==> config.mk <==
export PLATFORM = sky130hd
export DESIGN_NAME = lap_memory
export DESIGN_NICKNAME = d
export VERILOG_FILES = /design/src/rtl/lap_memory_pkg.sv /design/src/rtl/lap_ram.sv /design/src/rtl/lap_memory.sv
export SDC_FILE = /design/constraint.sdc
export NUM_CORES = 1
export LEC_CHECK = 0
export ABC_CLOCK_PERIOD_IN_PS = 3600
export BUFFER_PORTS_ARGS = -buffer_cell sky130_fd_sc_hd__buf_2
export CORE_MARGIN = 8
export CORE_UTILIZATION = 60
export DETAILED_ROUTE_END_ITERATION = 8
export PLACE_DENSITY = 0.79
export SYNTH_ARGS = -nofsm -noshare
export SYNTH_HDL_FRONTEND = slang
export SYNTH_SLANG_ARGS = --single-unit
==> constraint.sdc <==
create_clock -name clock -period 3.6 [get_ports clock]
set_clock_uncertainty 0.1 [all_clocks]
set_input_delay 0.72 -clock clock [delete_from_list [all_inputs] [get_ports clock]]
set_output_delay 0.72 -clock clock [all_outputs]
set_load 0.005 [all_outputs]
==> src/rtl/lap_memory_pkg.sv <==
// ============================================================================
// Module : lap_memory_pkg
// Brief  : Shared widths and controller state encoding for the lap store.
// Rev    : 1.0  initial release
// ============================================================================
`default_nettype none

package lap_memory_pkg;

    localparam int EPOCH_W = 18;
    localparam int MSEC_W  = 10;
    localparam int LAP_W   = EPOCH_W + MSEC_W;

    typedef enum logic [1:0] {
        ST_IDLE  = 2'd0,
        ST_WRITE = 2'd1,
        ST_READ  = 2'd2,
        ST_CLEAR = 2'd3
    } state_t;

endpackage : lap_memory_pkg

`default_nettype wire

==> src/rtl/lap_ram.sv <==
// ============================================================================
// Module : lap_ram
// Brief  : Simple dual-port RAM, synchronous write, registered 1-cycle read.
// Rev    : 1.0  initial release
// ============================================================================
`default_nettype none

module lap_ram #(
    parameter int DEPTH = 8,
    parameter int AW    = $clog2(DEPTH),
    parameter int W     = 28
) (
    input  logic          i_clk,
    input  logic          i_we,
    input  logic [AW-1:0] i_waddr,
    input  logic [W-1:0]  i_wdata,
    input  logic          i_re,
    input  logic [AW-1:0] i_raddr,
    output logic [W-1:0]  o_rdata
);

    logic [W-1:0] r_mem [DEPTH];
    logic [W-1:0] r_rdata;

    // No reset on storage so the array maps onto block/distributed RAM.
    always_ff @(posedge i_clk) begin
        if (i_we) begin
            r_mem[i_waddr] <= i_wdata;
        end
        if (i_re) begin
            r_rdata <= r_mem[i_raddr];
        end
    end

    assign o_rdata = r_rdata;

endmodule : lap_ram

`default_nettype wire

==> src/rtl/lap_memory.sv <==
// ============================================================================
// Module : lap_memory
// Brief  : Lap-time store: saves stopwatch time, replays laps, clears RAM.
// Rev    : 1.0  initial release
// ============================================================================
`default_nettype none

module lap_memory
    import lap_memory_pkg::*;
#(
    parameter  int DEPTH = 8,
    localparam int AW    = $clog2(DEPTH)
) (
    input  logic               clock,
    input  logic               reset,
    input  logic               save,
    input  logic               retrieve,
    input  logic               clear,
    input  logic [EPOCH_W-1:0] epoch,
    input  logic [MSEC_W-1:0]  m_epoch,
    output logic               busy,
    output logic [EPOCH_W-1:0] lap_epoch,
    output logic [MSEC_W-1:0]  lap_m_epoch,
    output logic [AW-1:0]      lap_index,
    output logic               lap_valid,
    output logic [AW:0]        lap_count,
    output logic               full,
    output logic               overflow
);

    localparam logic [AW:0]   C_DEPTH_CNT = (AW+1)'(DEPTH);
    localparam logic [AW-1:0] C_LAST_SLOT = AW'(DEPTH - 1);

    state_t             r_state;
    state_t             w_state_next;
    logic [AW-1:0]      r_wr_ptr;
    logic [AW-1:0]      r_rd_ptr;
    logic [AW-1:0]      r_clr_ptr;
    logic [AW:0]        r_lap_count;
    logic               r_overflow;
    logic               r_lap_valid;
    logic [EPOCH_W-1:0] r_lap_epoch;
    logic [MSEC_W-1:0]  r_lap_m_epoch;
    logic [AW-1:0]      r_lap_index;

    logic               w_full;
    logic               w_ram_we;
    logic [AW-1:0]      w_ram_waddr;
    logic [LAP_W-1:0]   w_ram_wdata;
    logic               w_ram_re;
    logic [LAP_W-1:0]   w_ram_rdata;

    assign w_full = (r_lap_count == C_DEPTH_CNT);

    lap_ram #(
        .DEPTH (DEPTH),
        .AW    (AW),
        .W     (LAP_W)
    ) u_ram (
        .i_clk   (clock),
        .i_we    (w_ram_we),
        .i_waddr (w_ram_waddr),
        .i_wdata (w_ram_wdata),
        .i_re    (w_ram_re),
        .i_raddr (r_rd_ptr),
        .o_rdata (w_ram_rdata)
    );

    always_ff @(posedge clock or posedge reset) begin
        if (reset) begin
            r_state <= ST_IDLE;
        end else begin
            r_state <= w_state_next;
        end
    end

    // Command priority in IDLE is clear > save > retrieve; a save against a
    // full store is consumed (flags overflow) rather than passed to retrieve.
    always_comb begin
        w_state_next = r_state;
        w_ram_we     = 1'b0;
        w_ram_waddr  = r_wr_ptr;
        w_ram_wdata  = {epoch, m_epoch};
        w_ram_re     = 1'b0;
        unique case (r_state)
            ST_IDLE: begin
                if (clear) begin
                    w_state_next = ST_CLEAR;
                end else if (save) begin
                    if (!w_full) begin
                        w_ram_we     = 1'b1;
                        w_state_next = ST_WRITE;
                    end
                end else if (retrieve && (r_lap_count != '0)) begin
                    w_ram_re     = 1'b1;
                    w_state_next = ST_READ;
                end
            end
            ST_WRITE: begin
                w_state_next = ST_IDLE;
            end
            ST_READ: begin
                w_state_next = ST_IDLE;
            end
            ST_CLEAR: begin
                w_ram_we    = 1'b1;
                w_ram_waddr = r_clr_ptr;
                w_ram_wdata = '0;
                if (r_clr_ptr == C_LAST_SLOT) begin
                    w_state_next = ST_IDLE;
                end
            end
            default: begin
                w_state_next = ST_IDLE;
            end
        endcase
    end

    always_ff @(posedge clock or posedge reset) begin
        if (reset) begin
            r_wr_ptr      <= '0;
            r_rd_ptr      <= '0;
            r_clr_ptr     <= '0;
            r_lap_count   <= '0;
            r_overflow    <= 1'b0;
            r_lap_valid   <= 1'b0;
            r_lap_epoch   <= '0;
            r_lap_m_epoch <= '0;
            r_lap_index   <= '0;
        end else begin
            unique case (r_state)
                ST_IDLE: begin
                    if (clear) begin
                        r_wr_ptr      <= '0;
                        r_rd_ptr      <= '0;
                        r_clr_ptr     <= '0;
                        r_lap_count   <= '0;
                        r_overflow    <= 1'b0;
                        r_lap_valid   <= 1'b0;
                        r_lap_epoch   <= '0;
                        r_lap_m_epoch <= '0;
                        r_lap_index   <= '0;
                    end else if (save && w_full) begin
                        r_overflow <= 1'b1;
                    end
                end
                ST_WRITE: begin
                    r_wr_ptr    <= r_wr_ptr + AW'(1);
                    r_lap_count <= r_lap_count + (AW+1)'(1);
                end
                ST_READ: begin
                    r_lap_epoch   <= w_ram_rdata[LAP_W-1:MSEC_W];
                    r_lap_m_epoch <= w_ram_rdata[MSEC_W-1:0];
                    r_lap_index   <= r_rd_ptr;
                    r_lap_valid   <= 1'b1;
                    // Wrap on the current count so laps saved since the last
                    // retrieve join the replay cycle.
                    if ({1'b0, r_rd_ptr} == (r_lap_count - (AW+1)'(1))) begin
                        r_rd_ptr <= '0;
                    end else begin
                        r_rd_ptr <= r_rd_ptr + AW'(1);
                    end
                end
                ST_CLEAR: begin
                    r_clr_ptr <= r_clr_ptr + AW'(1);
                end
                default: begin
                    r_clr_ptr <= '0;
                end
            endcase
        end
    end

    assign busy        = (r_state != ST_IDLE);
    assign lap_epoch   = r_lap_epoch;
    assign lap_m_epoch = r_lap_m_epoch;
    assign lap_index   = r_lap_index;
    assign lap_valid   = r_lap_valid;
    assign lap_count   = r_lap_count;
    assign full        = w_full;
    assign overflow    = r_overflow;

endmodule : lap_memory

`default_nettype wire

==> results.json <==
{
  "clockBufferDepth": 3,
  "cts_root_buf": "clkbuf_16",
  "postCtsResizedCells": 0,
  "peakVddDrop_v": 0.000559,
  "ff2ff_path_depth": 5,
  "setup_tns_ns": 0,
  "fin_area_sq_um": 13700,
  "critPathLaunchType": "flip-flop",
  "synth-edff-count": 252,
  "yosysTopAreaCell": "edfxtp_1",
  "switching_power_uw": 2810,
  "num_rows": 52,
  "wl_mm": 23.4,
  "crit_type": "reg -> reg",
  "synth_most_common_cell": "edfxtp_1",
  "slew_headroom": 0.328,
  "cts_setup_buffers": 0,
  "dr.pass1.iters": 5,
  "leakage_uw": 0.00495,
  "cts_hold_buf": 0,
  "cts_buffers": 28,
  "seq_area_frac_synth": 0.725,
  "chipWidth_um": 158,
  "critPathArrivalTime_ns": 2.93,
  "comb_power_share": 0.244,
  "grt_usage": 0.190,
  "p_seq_frac": 0.461,
  "critical_path_buf_inv_count": 1,
  "final_max_slew_viol_count": 0,
  "min_period_over_period": 0.792,
  "start_util": 0.605,
  "rrSetupSlack_ns": 0.75,
  "fin_crit_ns": 2.85,
  "worstReg2RegEnd": "u_ram.r_mem[4][18]$_DFFE_PP_",
  "dp_hpwl_mm": 13.5,
  "grt_setup_unrepaired": "false",
  "crit_fanout": 45,
  "grt_pass1_wl_mm": 35.5,
  "cp_num_cells": 5,
  "worst_pin_slew_ns": 1.01,
  "maxCapViolCount": 0,
  "pre_cts_slack_ns": 0.668,
  "die_area_sq_um": 24900,
  "fmax_ghz": 0.351,
  "htreeDepth": 1,
  "grt_max_degree": 46,
  "placed_area_sq_um": 12700,
  "num_io_pins": 72,
  "core_area_sq_um": 20000,
  "first_global_vias": 6180,
  "async_reset_ff_frac": 0.160,
  "ys_seq_elements": 300,
  "cts_sinks": 300,
  "finalWorstSetupSlack_ns": 0.748,
  "gp_congestion": 0.762,
  "crit_chain": "ha_2 -> a32oi_1 -> or2_2 -> nor2_2 -> buf_4",
  "finalHoldViolations": 0,
  "sw_frac_of_total": 0.279,
  "hold_class": "in -> async",
  "synthTopCellsByCount": "edfxtp_1 (252), dfrtp_1 (48), mux4_1 (48)",
  "syn_area_sq_um": 12100,
  "clkPwrFrac": 0.295,
  "drc_errors": 0,
  "synth_top_area_frac": 0.626,
  "via_count": 6011,
  "n_antenna_cell": 0,
  "ant_nets": 0,
  "final_nets": 742,
  "whs_ns": 0.266,
  "crit_family": "adder cells",
  "setup_viol": 0,
  "cpMaxStageDelayCell": "ha_2",
  "run_status": "complete, no violations",
  "area_growth_pct": 13.3,
  "synthTopCellsByArea": "edfxtp_1 (63%), mux4_1 (10%), dfrtp_1 (9.9%)",
  "yosysWarnings": 0,
  "avgSynthCellArea_sq_um": 19.7,
  "portBuffers": 71,
  "r2r_start": "r_state[1]$_DFFE_PP0P_",
  "p_int_uw": 7240,
  "synthCells": 614,
  "vias_per_cell": 6.07,
  "drive_gt1_frac": 0.264,
  "slowest_delay_ns": 0.88,
  "required_ns": 3.68,
  "wire_per_inst_um": 23.6,
  "clkLatencyLatePin_ns": 0.54,
  "antenna_found_initial": 0,
  "crit_path_end_kind": "flip-flop",
  "overflow": 0,
  "p_per_area_nw_per_um2": 734,
  "synth_nets": 658,
  "clkTransAtPathRegs_ns": 0.07,
  "drt-initial-drc-count": 528,
  "synth.distinct_cells": 42,
  "fp.dieH_um": 158,
  "cts_tree": "yes",
  "synth-main-ff-cell": "edfxtp_1"
}
==> metal layers <==
layer  global-route usage  up-vias  share of wire
met3               0.0306       41          0.061
li1                     -     2658              -
met4               0.0525        0          0.018
met2                0.327      210           0.51
met5                    0        -              0
met1                0.249     3102           0.42
==> power by group through the flow <==
stage,sequential (uW),clock [uW],combinational (uW)
floorplan,4560,0,1860
CTS,4630,3010,2480
global placement,4660,0,2340
detailed placement,4690,0,2460
finish,4630,2970,2450
global route,4670,3150,2660
==> cell usage in the layout (no fill, tap or decap), types with 4 or more instances in the layout <==
cell type and count:
buf_2 71, clkinv_1 4, edfxtp_1 252, dfrtp_1 46
clkbuf_16 29, ha_1 10, a21oi_1 9, clkbuf_1 4
clkinv_2 4, or2_2 4, inv_1 13, nand3_1 7
nor2b_1 36, mux4_1 48, nor2_2 6, a22o_1 32
nand2b_1 5, buf_4 18, mux4_2 8, mux2_2 30
o21ai_0 8, xor2_1 4, nand2_1 4, nor2_1 11
==> worst max-delay path by stage <==
stage | start | slack, ns | endpoint
global route | r_state[1]$_DFFE_PP0P_ | 0.57 | u_ram.r_mem[4][18]$_DFFE_PP_
finish | r_state[1]$_DFFE_PP0P_ | 0.75 | u_ram.r_mem[4][18]$_DFFE_PP_
global placement | clear | 0.80 | u_ram.r_mem[1][11]$_DFFE_PP_
floorplan | r_state[0]$_DFFE_PP0P_ | 0.37 | u_ram.r_mem[7][0]$_DFFE_PP_
CTS | r_state[1]$_DFFE_PP0P_ | 0.74 | u_ram.r_mem[1][9]$_DFFE_PP_
detailed placement | clear | 0.67 | u_ram.r_mem[1][11]$_DFFE_PP_
==> cell type report <==
class                           count  area, sq um
Clock buffer                       35          768
Fill cell                        1203         6280
Inverter                           14         52.6
Sequential cell                   300         8770
Multi-Input combinational cell    264         3080
Timing Repair Buffer               90          510
Tap cell                          270          338
Clock inverter                     17          175
==> registers in the layout (all words and copies together), names as in the netlist <==
signal,cells
u_ram.r_mem,224
u_ram.o_rdata,28
lap_epoch,18
lap_m_epoch,10
lap_count,4
lap_index,3
r_clr_ptr,3
r_rd_ptr,3
r_wr_ptr,3
r_state,2
lap_valid,1
overflow,1
==> kinds of logic (layout without fill, tap and decap cells) <==
family,count (synthesis),count (layout),synth area share
buf+inv,50,156,0.0227
xor+xnor,7,7,0.00507
flops,300,300,0.725
mux,90,90,0.151
simple gates,82,82,0.0381
compound gates,74,74,0.0466
fa+ha+maj,11,11,0.0114
==> through the flow <==
stage                util  cells  power (uW)
floorplan               -    614        6420
global placement    0.638    938        7000
detailed placement  0.638    938        7140
CTS                 0.685    990       10100
global route        0.685    990       10500
finish              0.685    990       10000
(Power assumes the default switching activity.)
